==> src/rtl/mux_stream_sel.sv <==
// N:1 registered mux with valid/ready output, single-read and scan modes.
// Optional argmax tracker over scan beats: define MUX_STREAM_ARGMAX_EN.
module mux_stream_sel #(
  parameter int N  = 16,
  parameter int W  = 16,
  parameter int SW = (N > 2) ? $clog2(N) : 1
) (
  input  logic           clk,
  input  logic           rst,
  input  logic [N*W-1:0] din,
  input  logic [SW-1:0]  sel,
  input  logic           scan,
  input  logic           req_valid,
  output logic           req_ready,
  output logic [W-1:0]   dout,
  output logic [SW-1:0]  dout_idx,
  output logic           dout_last,
  output logic           dout_valid,
  input  logic           dout_ready,
  output logic           busy,
  output logic [W-1:0]   max_val,
  output logic [SW-1:0]  max_idx,
  output logic           max_valid
);

  typedef enum logic {
    IDLE,
    SCAN
  } state_t;

  localparam logic [SW-1:0] LASTI = SW'(N - 1);

  state_t        state;
  state_t        state_nx;
  logic [SW-1:0] cnt;
  logic [SW-1:0] cnt_nx;
  logic          can_load;
  logic          do_load;
  logic          last_nx;
  logic          sel_ok;
  logic [SW-1:0] ld_idx;
  logic [W-1:0]  ld_dat;

  assign can_load = ~dout_valid | dout_ready;
  assign sel_ok   = int'(sel) < N;
  assign busy     = (state == SCAN);

  // Next-state, handshake and slot-load decode
  always_comb begin
    state_nx  = state;
    cnt_nx    = cnt;
    req_ready = 1'b0;
    do_load   = 1'b0;
    ld_idx    = '0;
    last_nx   = 1'b0;
    unique case (state)
      IDLE: begin
        req_ready = can_load;
        if (req_valid && can_load) begin
          do_load = 1'b1;
          if (scan) begin
            ld_idx   = '0;
            last_nx  = 1'b0;
            state_nx = SCAN;
            cnt_nx   = SW'(1);
          end else begin
            ld_idx  = sel_ok ? sel : '0;
            last_nx = 1'b1;
          end
        end
      end
      SCAN: begin
        if (can_load) begin
          do_load = 1'b1;
          ld_idx  = cnt;
          last_nx = (cnt == LASTI);
          if (cnt == LASTI) begin
            state_nx = IDLE;
            cnt_nx   = '0;
          end else begin
            cnt_nx = cnt + SW'(1);
          end
        end
      end
      default: state_nx = IDLE;
    endcase
  end

  // Channel mux for the index being loaded
  always_comb begin
    ld_dat = '0;
    for (int k = 0; k < N; k++) begin
      if (ld_idx == SW'(k)) ld_dat = din[k*W +: W];
    end
  end

  // FSM state and scan counter
  always_ff @(posedge clk) begin
    if (rst) begin
      state <= IDLE;
      cnt   <= '0;
    end else begin
      state <= state_nx;
      cnt   <= cnt_nx;
    end
  end

  // Output slot: refill on load, drain when consumed with nothing new
  always_ff @(posedge clk) begin
    if (rst) begin
      dout       <= '0;
      dout_idx   <= '0;
      dout_last  <= 1'b0;
      dout_valid <= 1'b0;
    end else if (do_load) begin
      dout       <= ld_dat;
      dout_idx   <= ld_idx;
      dout_last  <= last_nx;
      dout_valid <= 1'b1;
    end else if (can_load) begin
      dout_valid <= 1'b0;
    end
  end

`ifdef MUX_STREAM_ARGMAX_EN
  logic [W-1:0]  run_val;
  logic [SW-1:0] run_idx;
  logic          scan_ld;
  logic          take;

  assign scan_ld = do_load & ((state == SCAN) | scan);
  assign take    = (ld_idx == '0) | (ld_dat > run_val);

  // Running argmax over scan beats; strict compare keeps lower index on ties
  always_ff @(posedge clk) begin
    if (rst) begin
      run_val   <= '0;
      run_idx   <= '0;
      max_val   <= '0;
      max_idx   <= '0;
      max_valid <= 1'b0;
    end else begin
      max_valid <= 1'b0;
      if (scan_ld) begin
        if (take) begin
          run_val <= ld_dat;
          run_idx <= ld_idx;
        end
        if (last_nx) begin
          max_val   <= take ? ld_dat : run_val;
          max_idx   <= take ? ld_idx : run_idx;
          max_valid <= 1'b1;
        end
      end
    end
  end
`else
  assign max_val   = '0;
  assign max_idx   = '0;
  assign max_valid = 1'b0;
`endif

endmodule

==> config.mk <==
export PLATFORM = sky130hd
export DESIGN_NAME = mux_stream_sel
export DESIGN_NICKNAME = d
export VERILOG_FILES = /design/src/rtl/mux_stream_sel.sv
export SDC_FILE = /design/constraint.sdc
export NUM_CORES = 1
export LEC_CHECK = 0
export ABC_AREA = 1
export CAP_MARGIN = 30
export CORE_AREA = 3 3 119 121
export DETAILED_ROUTE_END_ITERATION = 6
export DIE_AREA = 0 0 122 124
export GPL_TIMING_DRIVEN = 0
export PLACE_DENSITY = 0.77
export REMOVE_ABC_BUFFERS = 1
export SYNTH_ARGS = -nofsm -noshare
export SYNTH_HDL_FRONTEND = slang
export SYNTH_SLANG_ARGS = --single-unit
==> constraint.sdc <==
create_clock -name clk -period 4.3 [get_ports clk]
set_clock_uncertainty 0.2 [all_clocks]
set_input_delay 0.43 -clock clk [delete_from_list [all_inputs] [get_ports clk]]
set_output_delay 0.43 -clock clk [all_outputs]
set_load 0.05 [all_outputs]
==> impl_metrics.env <==
export IMPL_synth_distinct_cells=32
export IMPL_cp_required_ns=4.27
export IMPL_timing_fmax_ghz=0.275
export IMPL_postPlaceCellArea_um2=6510
export IMPL_antenna_found_initial=0
export IMPL_cpPeakStageDelay_ns=0.50
export IMPL_max_clock_path_buffers=2
export IMPL_cts_resized=0
export IMPL_irDropWorstVdd_mv=0.149
export IMPL_core_area_um2=13200
export IMPL_path_clk_slew_ns=0.07
export IMPL_synth_seq_cells=27
export IMPL_area_growth_pct=82.1
export IMPL_preCtsSetupSlack_ns=0.411
export IMPL_worst_slack_ns=0.658
export IMPL_grt_util_all_layers_pct=21.9
export IMPL_ys_async_sr_fraction_pct=0
export IMPL_rsz0062_at_grt="no"
export IMPL_place_hpwl_um=14800
export IMPL_final_common_cell="clkdlybuf4s50_1"
export IMPL_syn_area_per_cell_um2=5.23
export IMPL_endpoint_kind="register"
export IMPL_worst_path_buf_inv=4
export IMPL_crit_chain="clkdlybuf4s50_1 -> inv_1 -> nand2_1 -> nand2_2 -> inv_2 -> nand2_1 -> nand2_2 -> nor2_4 -> nand2_1 -> inv_1 -> nand2_1 -> nand3_1 -> nand2_1 -> nand3_1 -> nand2_1 -> nand4_1 -> nor2_1 -> nand3_1 -> nand2_1 -> a21oi_1"
export IMPL_start_util_pct=27.4
export IMPL_hold_class="reg -> reg"
export IMPL_stdcell_area_um2=6590
export IMPL_p_per_area_nw_per_um2=175
export IMPL_maxSlewViolCount=0
export IMPL_cpMostUsedCell="nand2_1"
export IMPL_mappedNetlistArea_um2=3620
export IMPL_layout_drive_gt1_share_pct=5.73
export IMPL_ctsHoldBuffers=0
export IMPL_power_leakage_nw=2.81
export IMPL_viasPerCell=4.62
export IMPL_cp_max_fo=24
export IMPL_critPathTopFamily="simple AND/OR/NAND/NOR gates"
export IMPL_placedCellCount=1132
export IMPL_dominantRegCellSynth="dfxtp_1"
export IMPL_arrival_ns=3.61
export IMPL_clk_latency_ns=0.26
export IMPL_pin_count=310
export IMPL_cts_setup_buffers=0
export IMPL_die_h_um=124
export IMPL_grt_max_degree=27
export IMPL_finalCritPeriodShare_pct=84.7
export IMPL_fin_cells=1136
export IMPL_worst_slew_pin_slew_ns=1.02
export IMPL_synth_cells=692
export IMPL_clock_root_buffer="clkbuf_16"
export IMPL_wirelength_um=18400
export IMPL_yosysSeqAreaShare_pct=14.9
export IMPL_tns_ns=0
export IMPL_ant_nets=0
export IMPL_cts_sinks=27
export IMPL_cpMaxStageDelayCell="nor2_4"
export IMPL_synth_edf_count=0
export IMPL_remaining_drc_errors=0
export IMPL_rrSetupSlack_ns=0.83
export IMPL_yosysWarnings=0
export IMPL_cp_start_kind="input pin"
export IMPL_drt_iter0_markers=323
export IMPL_antenna_cells=0
export IMPL_io_buffers=288
export IMPL_place_gp_congestion=0.917
export IMPL_grt_overflow_total=0
export IMPL_finalSetupViolCount=0
export IMPL_finalHoldViolCount=0
export IMPL_nets=1227
export IMPL_htreeDepth=1
export IMPL_cts_tree="built"
export IMPL_mostFrequentLayoutCells="clkdlybuf4s50_1, nand2_1, nor2_1"
export IMPL_final_min_clock_period_ns=3.64
export IMPL_floorplan_rows=42
export IMPL_wl_per_cell_um=16.2
export IMPL_numCtsBuffers=3
export IMPL_grt_pass1_vias=4677
export IMPL_dr_pass1_iters=5
export IMPL_grt_pass1_wl_um=25500
export IMPL_chipWidth_um=122
export IMPL_path_class="in -> reg"
export IMPL_max_cap_violations=0
export IMPL_dieArea_um2=15100
export IMPL_num_vias=5246
export IMPL_slew_headroom_pct=31.6
export IMPL_status="complete, no violations"
cells by family after synthesis:
kind of cell / after synthesis / share of synthesized area [%]
AOI/OAI and AO/OA: 57 / 8.58
adders and majority gates: 1 / 0.346
buffers and inverters: 128 / 17.0
DFF: 27 / 14.9
other: 1 / 0.104
and+or+nand+nor: 478 / 59.0
stage by stage:
stage	power (mW)	util (%)	hold slack [ns]
2_1_floorplan	0.582	-	0.260
3_3_place_gp	0.941	49.2	0.250
3_5_place_dp	0.948	49.4	0.257
5_1_grt	1.22	50.0	0.288
4_1_cts	1.16	50.0	0.268
6_report	1.15	50.0	0.267
layer usage:
metal | global-route usage [%] | routed length [um] | up-vias
met4 | 4.27 | 274 | 0
met1 | 28.7 | 7770 | 2314
met2 | 37.5 | 8730 | 240
met5 | 0 | 0 | -
li1 | - | - | 2672
met3 | 4.31 | 1610 | 20
cells in the mapped netlist, types with 3 or more instances:
cell | n | area, um^2
inv_1 | 73 | 274
clkbuf_1 | 6 | 22.5
dfxtp_1 | 27 | 541
nor2_4 | 11 | 124
nand3_1 | 52 | 260
o21ai_1 | 3 | 15.0
nor2_2 | 8 | 50.1
or2_0 | 5 | 31.3
nor2_1 | 108 | 405
buf_4 | 27 | 203
buf_6 | 3 | 33.8
nand2_2 | 8 | 50.1
inv_2 | 9 | 33.8
a21oi_1 | 46 | 230
or2_2 | 8 | 50.1
nand2_1 | 237 | 890
buf_2 | 9 | 45.0
nand4_1 | 38 | 238
power by group:
| part | leakage, nW | internal, mW | switching, mW |
|---|---|---|---|
| combinational | 2.55 | 0.321 | 0.337 |
| sequential | 0.222 | 0.271 | 0.0138 |
| clock | 0.0382 | 0.127 | 0.0844 |
state kept, by name, summed over array words and instances, names as in the netlist:
name / flops
busy: 1
cnt: 4
dout: 16
dout_idx: 4
dout_last: 1
dout_valid: 1
worst paths after layout:
kind | from | endpoint | cells past startpoint
max | dout_ready | dout[1]$_SDFFE_PP0P_ | 20
min | dout[14]$_SDFFE_PP0P_ | dout[14]$_SDFFE_PP0P_ | 2
max reg2reg | busy$_SDFF_PP0_ | dout[1]$_SDFFE_PP0P_ | 18
min reg2reg | dout[14]$_SDFFE_PP0P_ | dout[14]$_SDFFE_PP0P_ | 2
area by class of cell:
class	count	area [um^2]
flip-flops and latches	27	541
inverters	83	313
clock buffers	4	78.8
multi-input cells	557	2540
well taps	176	220
repair buffers	289	2900
fillers	1362	6600
tightest hold or removal path: cells and delay by family (launching register included):
family	cells	cell delay, ns
flops	1	0.31
compound gates	1	0.05
simple gates	1	0.06
Note: power is estimated with default switching activity, not from simulation.
